==> src/rtl/aes_mon_pkg.sv <==
// aes_out_monitor shared types and constants.
// MISR polynomial, FSM state enum, default core latency.
package aes_mon_pkg;

  localparam logic [127:0] MISR_POLY = 128'h87;
  localparam int AES_MON_LATENCY = 21;

  typedef enum logic [1:0] {
    IDLE,
    WAIT,
    CAPTURE,
    DONE
  } aes_mon_state_t;

endpackage

==> src/rtl/aes_misr_128.sv <==
// 128-bit MISR step: sig <- (sig * x mod poly) ^ data.
// clear wins over fold.
module aes_misr_128
  import aes_mon_pkg::*;
(
  input  logic         clk,
  input  logic         rst_n,
  input  logic         clear,
  input  logic         fold,
  input  logic [127:0] data,
  output logic [127:0] sig
);

  logic [127:0] sig_q;
  logic [127:0] sig_d;

  always_comb begin
    sig_d = sig_q;
    if (clear) begin
      sig_d = '0;
    end else if (fold) begin
      sig_d = {sig_q[126:0], 1'b0}
            ^ (sig_q[127] ? MISR_POLY : '0)
            ^ data;
    end
  end

  always_ff @(posedge clk or negedge rst_n) begin
    if (!rst_n) begin
      sig_q <= '0;
    end else begin
      sig_q <= sig_d;
    end
  end

  assign sig = sig_q;

endmodule

==> src/rtl/aes_out_monitor.sv <==
// AES-128 response monitor: latency wait, then MISR fold of N words.
// Optional AES_MON_SNAPSHOT_EN adds last_word and first_mismatch ports.
module aes_out_monitor
  import aes_mon_pkg::*;
#(
  parameter int DATA_WIDTH = 128,
  parameter int LATENCY    = AES_MON_LATENCY,
  parameter int CNT_WIDTH  = 32
) (
  input  logic                  clk,
  input  logic                  rst_n,
  input  logic                  enable,
  input  logic                  start,
  input  logic [CNT_WIDTH-1:0]  num_tests,
  input  logic [DATA_WIDTH-1:0] out_data,
  input  logic [DATA_WIDTH-1:0] expected_sig,
  output logic                  busy,
  output logic                  done,
  output logic                  pass,
  output logic [DATA_WIDTH-1:0] sig,
`ifdef AES_MON_SNAPSHOT_EN
  output logic [DATA_WIDTH-1:0] last_word,
  output logic                  first_mismatch,
`endif
  output logic [CNT_WIDTH-1:0]  word_count
);

  localparam int LAT_W =
    (LATENCY > 1) ? $clog2(LATENCY) : 1;
  localparam logic [LAT_W-1:0] LAT_LOAD =
    LAT_W'(LATENCY - 1);

  aes_mon_state_t state_q, state_d;
  logic [LAT_W-1:0]     lat_q, lat_d;
  logic [CNT_WIDTH-1:0] tgt_q, tgt_d;
  logic [CNT_WIDTH-1:0] wcnt_q, wcnt_d;
  logic                 busy_q, busy_d;
  logic                 done_q, done_d;
  logic                 pass_q, pass_d;
  logic                 clear;
  logic                 fold;
  logic                 accept;
  logic [127:0]         sig_w;

  // DONE with done_q low is the one-cycle report stage;
  // a start there would discard the result, so only
  // a fully reported DONE may restart.
  assign accept = enable && start &&
    ((state_q == IDLE) ||
     ((state_q == DONE) && done_q));

  always_comb begin
    state_d = state_q;
    lat_d   = lat_q;
    tgt_d   = tgt_q;
    wcnt_d  = wcnt_q;
    busy_d  = busy_q;
    done_d  = done_q;
    pass_d  = pass_q;
    clear   = 1'b0;
    fold    = 1'b0;
    if (accept) begin
      clear   = 1'b1;
      state_d = WAIT;
      lat_d   = LAT_LOAD;
      wcnt_d  = '0;
      tgt_d   = (num_tests == '0) ?
                CNT_WIDTH'(1) : num_tests;
      busy_d  = 1'b1;
      done_d  = 1'b0;
      pass_d  = 1'b0;
    end else if (enable) begin
      unique case (state_q)
        IDLE: ;
        WAIT: begin
          if (lat_q == '0) begin
            state_d = CAPTURE;
          end else begin
            lat_d = lat_q - LAT_W'(1);
          end
        end
        CAPTURE: begin
          fold   = 1'b1;
          wcnt_d = wcnt_q + CNT_WIDTH'(1);
          if (wcnt_d == tgt_q) begin
            state_d = DONE;
          end
        end
        DONE: begin
          if (!done_q) begin
            done_d = 1'b1;
            busy_d = 1'b0;
            pass_d = (sig_w == expected_sig);
          end
        end
        default: state_d = IDLE;
      endcase
    end
  end

  always_ff @(posedge clk or negedge rst_n) begin
    if (!rst_n) begin
      state_q <= IDLE;
      lat_q   <= '0;
      tgt_q   <= '0;
      wcnt_q  <= '0;
      busy_q  <= 1'b0;
      done_q  <= 1'b0;
      pass_q  <= 1'b0;
    end else begin
      state_q <= state_d;
      lat_q   <= lat_d;
      tgt_q   <= tgt_d;
      wcnt_q  <= wcnt_d;
      busy_q  <= busy_d;
      done_q  <= done_d;
      pass_q  <= pass_d;
    end
  end

  aes_misr_128 u_misr (
    .clk   (clk),
    .rst_n (rst_n),
    .clear (clear),
    .fold  (fold),
    .data  (out_data),
    .sig   (sig_w)
  );

`ifdef AES_MON_SNAPSHOT_EN
  logic [DATA_WIDTH-1:0] last_q;
  logic                  fmis_q;

  always_ff @(posedge clk or negedge rst_n) begin
    if (!rst_n) begin
      last_q <= '0;
      fmis_q <= 1'b0;
    end else begin
      if (fold) begin
        last_q <= out_data;
      end
      if (accept) begin
        fmis_q <= 1'b0;
      end else if (!done_q && done_d) begin
        fmis_q <= !pass_d;
      end
    end
  end

  assign last_word      = last_q;
  assign first_mismatch = fmis_q;
`endif

  assign busy       = busy_q;
  assign done       = done_q;
  assign pass       = pass_q;
  assign sig        = sig_w;
  assign word_count = wcnt_q;

endmodule

==> config.mk <==
export PLATFORM = sky130hd
export DESIGN_NAME = aes_out_monitor
export DESIGN_NICKNAME = d
export VERILOG_FILES = /design/src/rtl/aes_mon_pkg.sv /design/src/rtl/aes_misr_128.sv /design/src/rtl/aes_out_monitor.sv
export SDC_FILE = /design/constraint.sdc
export NUM_CORES = 1
export LEC_CHECK = 0
export CORE_AREA = 2 2 176 178
export CTS_BUF_LIST = sky130_fd_sc_hd__clkbuf_8
export DETAILED_ROUTE_END_ITERATION = 10
export DIE_AREA = 0 0 178 180
export PLACE_DENSITY_LB_ADDON = 0.15
export SLEW_MARGIN = 20
export SYNTH_ARGS = -nofsm -noshare
export SYNTH_HDL_FRONTEND = slang
export SYNTH_SLANG_ARGS = --single-unit
==> constraint.sdc <==
create_clock -name clk -period 3.1 [get_ports clk]
set_clock_uncertainty 0.1 [all_clocks]
set_input_delay 0.93 -clock clk [delete_from_list [all_inputs] [get_ports clk]]
set_output_delay 0.93 -clock clk [all_outputs]
set_load 0.01 [all_outputs]
==> qor.yml <==
setup_path:
  required_ps: 3440
  path_class: "input pin to register"
  setup.worst_path.start_class: "input pin"
  crit_arrival_ps: 3270
  worstPathMaxFanout: 1
  end_kind: "register"
placed_design:
  io_buffers: 454
  hpwl_um: 37800
  gp_congestion: 0.913
  place_inst: 2089
clock_tree:
  hold_buffers: 0
  clk_pin_slew_ps: 60
  clkLatencyLatePin_ps: 530
  cts_tree: "yes"
  cts_root_buffer: "clkbuf_8"
  post-cts-setup-buffer-count: 0
  clock_path_buffers: 3
  cts.sinks: 202
  cts_htree_levels: 2
  cts_made_buffers: 38
yosys:
  synth_top_family_by_area: "XOR/XNOR gates"
  synth_compound_area_share_pct: 11.1
  yosys_warnings: 0
  synth_top_area_cell: "dfrtp_1"
  synthTopCellsByCount: "xnor2_1 (231), dfrtp_1 (202), o21ai_0 (172)"
  synth_seq_cells: 202
  synth_top_area_share_pct: 43.8
  ys_async_sr_fraction_pct: 100
  synthSimpleGateAreaFrac_pct: 18.1
  syn_area_per_cell_sq_um: 9.22
  synth.area.top_cells: "dfrtp_1 (44%), xnor2_1 (18%), o21ai_0 (7.5%)"
  seq_area_frac_synth_pct: 43.8
  netlist_instances: 1251
  synthXorXnorAreaFrac_pct: 23.5
  synthMuxAreaShare_pct: 0.282
  syn-cell-area_sq_um: 11500
  synth_cell_types: 56
  syn_nets: 1546
  synth_ff_type: "dfrtp_1"
  synthAdderAreaFrac_pct: 0.326
  yosysMostFrequentCell: "xnor2_1"
  synth_edf_count: 0
sta:
  max_slew_margin_pct: 50.2
  fmax_mhz: 341
  period_share_pct: 94.7
  rsz0062_at_grt: "no"
  setup_violations: 0
  fin_crit_ps: 2930
  tightest_slew_ps: 747
  hold_viol: 0
  slew_viol_final: 0
detailed_routing:
  wire_per_inst_um: 22.3
  dr.pass1.iters: 5
  drt_iter0_markers: 750
  via_per_inst: 5.23
  drc_errors: 0
  totalWireLength_um: 48100
  ant_nets: 0
  dr_total_vias: 11269
global_routing:
  grt_pass1_vias: 11249
  grt_overflow: 0
  gr-usage-all-layers_pct: 29.4
  grt_pass1_wl_um: 70400
  grt_start_max_net_pins: 191
  antenna_found_initial: 7
finish:
  postLayoutCoreUtil_pct: 58.3
  syn_to_final_growth_pct: 52.7
  multi_input_area_sq_um: 6180
  seqCellArea_sq_um: 5050
  layout-drive-gt1-share_pct: 7.19
  nFillCells: 2713
  fin_nets: 2028
  final_cells: 2153
floorplanning:
  chipHeight_um: 180
  rows: 64
  start_util_pct: 38.2
  dieArea_sq_um: 32000
  die_w_um: 178
  core_area_sq_um: 30200
  io_pins: 455
hold_path:
  min_path_type: "input pin to async pin"
run:
  cap_violations: 0
power:
  powerDensity_nw_per_um2: 660
  peakVddDrop_mv: 0.336
  power_leakage_nw: 7.12
run_status:
  status: "completed"
worst max-delay path: stages:
cell and delay [ps]:
clkdlybuf4s50_1 410, xor2_1 170, nor4_4 470, buf_4 190, nand4_1 110, nor4_1 200
nand4_1 120, or4_1 510, o21ai_0 170
stage by stage:
| stage | setup WS [ps] | power [W] | instance area, sq um | setup TNS [ps] | hold WS, ps |
|---|---|---|---|---|---|
| 2_1_floorplan | 370 | 0.00645 | 11500 | 0 | 360 |
| 3_3_place_gp | -888 | 0.00905 | 16900 | -888 | 368 |
| 3_5_place_dp | -915 | 0.00912 | 16900 | -915 | 379 |
| 4_1_cts | 151 | 0.0117 | 17600 | 0 | 65.4 |
| 5_1_grt | 36.1 | 0.0123 | 17600 | 0 | 63.5 |
| 6_report | 165 | 0.0116 | 17600 | 0 | 86.9 |
what timing repair did:
| item | 4_1_cts | 5_1_grt |
|---|---|---|
| hold endpoints to repair | 0 | 0 |
| setup endpoints to repair | 1 | 0 |
| resized for setup | 2 | 0 |
layout by cell type, fill, tap and decap left out, drive strengths merged, types with 3 or more instances in the layout:
master,instances
clkdlybuf4s50,453
xnor2,232
dfrtp,202
o21ai,173
nand3,145
nand2,133
xor2,77
buf,57
clkbuf,48
nor4,40
nand4,38
nor2,30
inv,29
a21oi,17
o31ai,15
o22ai,8
nor3,7
and3,6
a31oi,6
and2,5
diode,4
ha,3
cell families (layout without fill, tap and decap cells):
family | Yosys count | count (layout)
XOR/XNOR | 309 | 309
adder cells (fa/ha/maj) | 3 | 3
multiplexers | 3 | 3
buffers and inverters | 86 | 588
other | 0 | 4
flip-flops | 202 | 202
AO/OA/AOI/OAI | 233 | 233
AND/OR/NAND/NOR | 415 | 415
final timing paths:
path	from	endpoint	slack, ps	depth (start not counted)
min in group clk	tgt_q[0]$_DFFE_PN0P_	tgt_q[0]$_DFFE_PN0P_	390	2
setup reg to reg	word_count[0]$_DFFE_PN0P_	state_q[0]$_DFFE_PN0P_	390	8
hold / removal	rst_n	tgt_q[23]$_DFFE_PN0P_	90	1
setup / recovery	expected_sig[52]	pass$_DFFE_PN0P_	170	9
max in group asynchronous	rst_n	word_count[30]$_DFFE_PN0P_	2130	2
hold reg to reg	tgt_q[0]$_DFFE_PN0P_	tgt_q[0]$_DFFE_PN0P_	390	2
where the power goes:
part | leakage (nW) | switching (W) | internal (W) | total, W
Combinational | 4.03 | 0.00214 | 0.00251 | 0.00464
Sequential | 2.69 | 0.00109 | 0.00336 | 0.00445
Clock | 0.404 | 0.00115 | 0.00137 | 0.00252
Total | 7.12 | 0.00438 | 0.00724 | 0.0116
state kept, by name (all words and copies together), names as in the netlist:
| register | cells |
|---|---|
| lat_q | 5 |
| busy | 1 |
| state_q | 2 |
| u_misr.sig | 128 |
| word_count | 32 |
| pass | 1 |
| tgt_q | 32 |
| done | 1 |
final cells by class:
cell class | count | area share, %
multi-input cells | 963 | 35.1
clock buffers | 48 | 3.75
clock inverters | 12 | 0.277
repair buffers | 510 | 28.9
well taps | 396 | 2.81
inverters | 18 | 0.384
diodes | 4 | 0.0569
flip-flops and latches | 202 | 28.7
layer usage:
metal  wire length [um]  global-route usage [%]  vias up
met4               1640                    10.2        6
li1                   -                       -     5306
met3               4450                    9.94       99
met2              23000                    48.2      478
met1              19000                    36.1     5380
met5                 36                       0        -
Power figures use the tool's default switching activity.
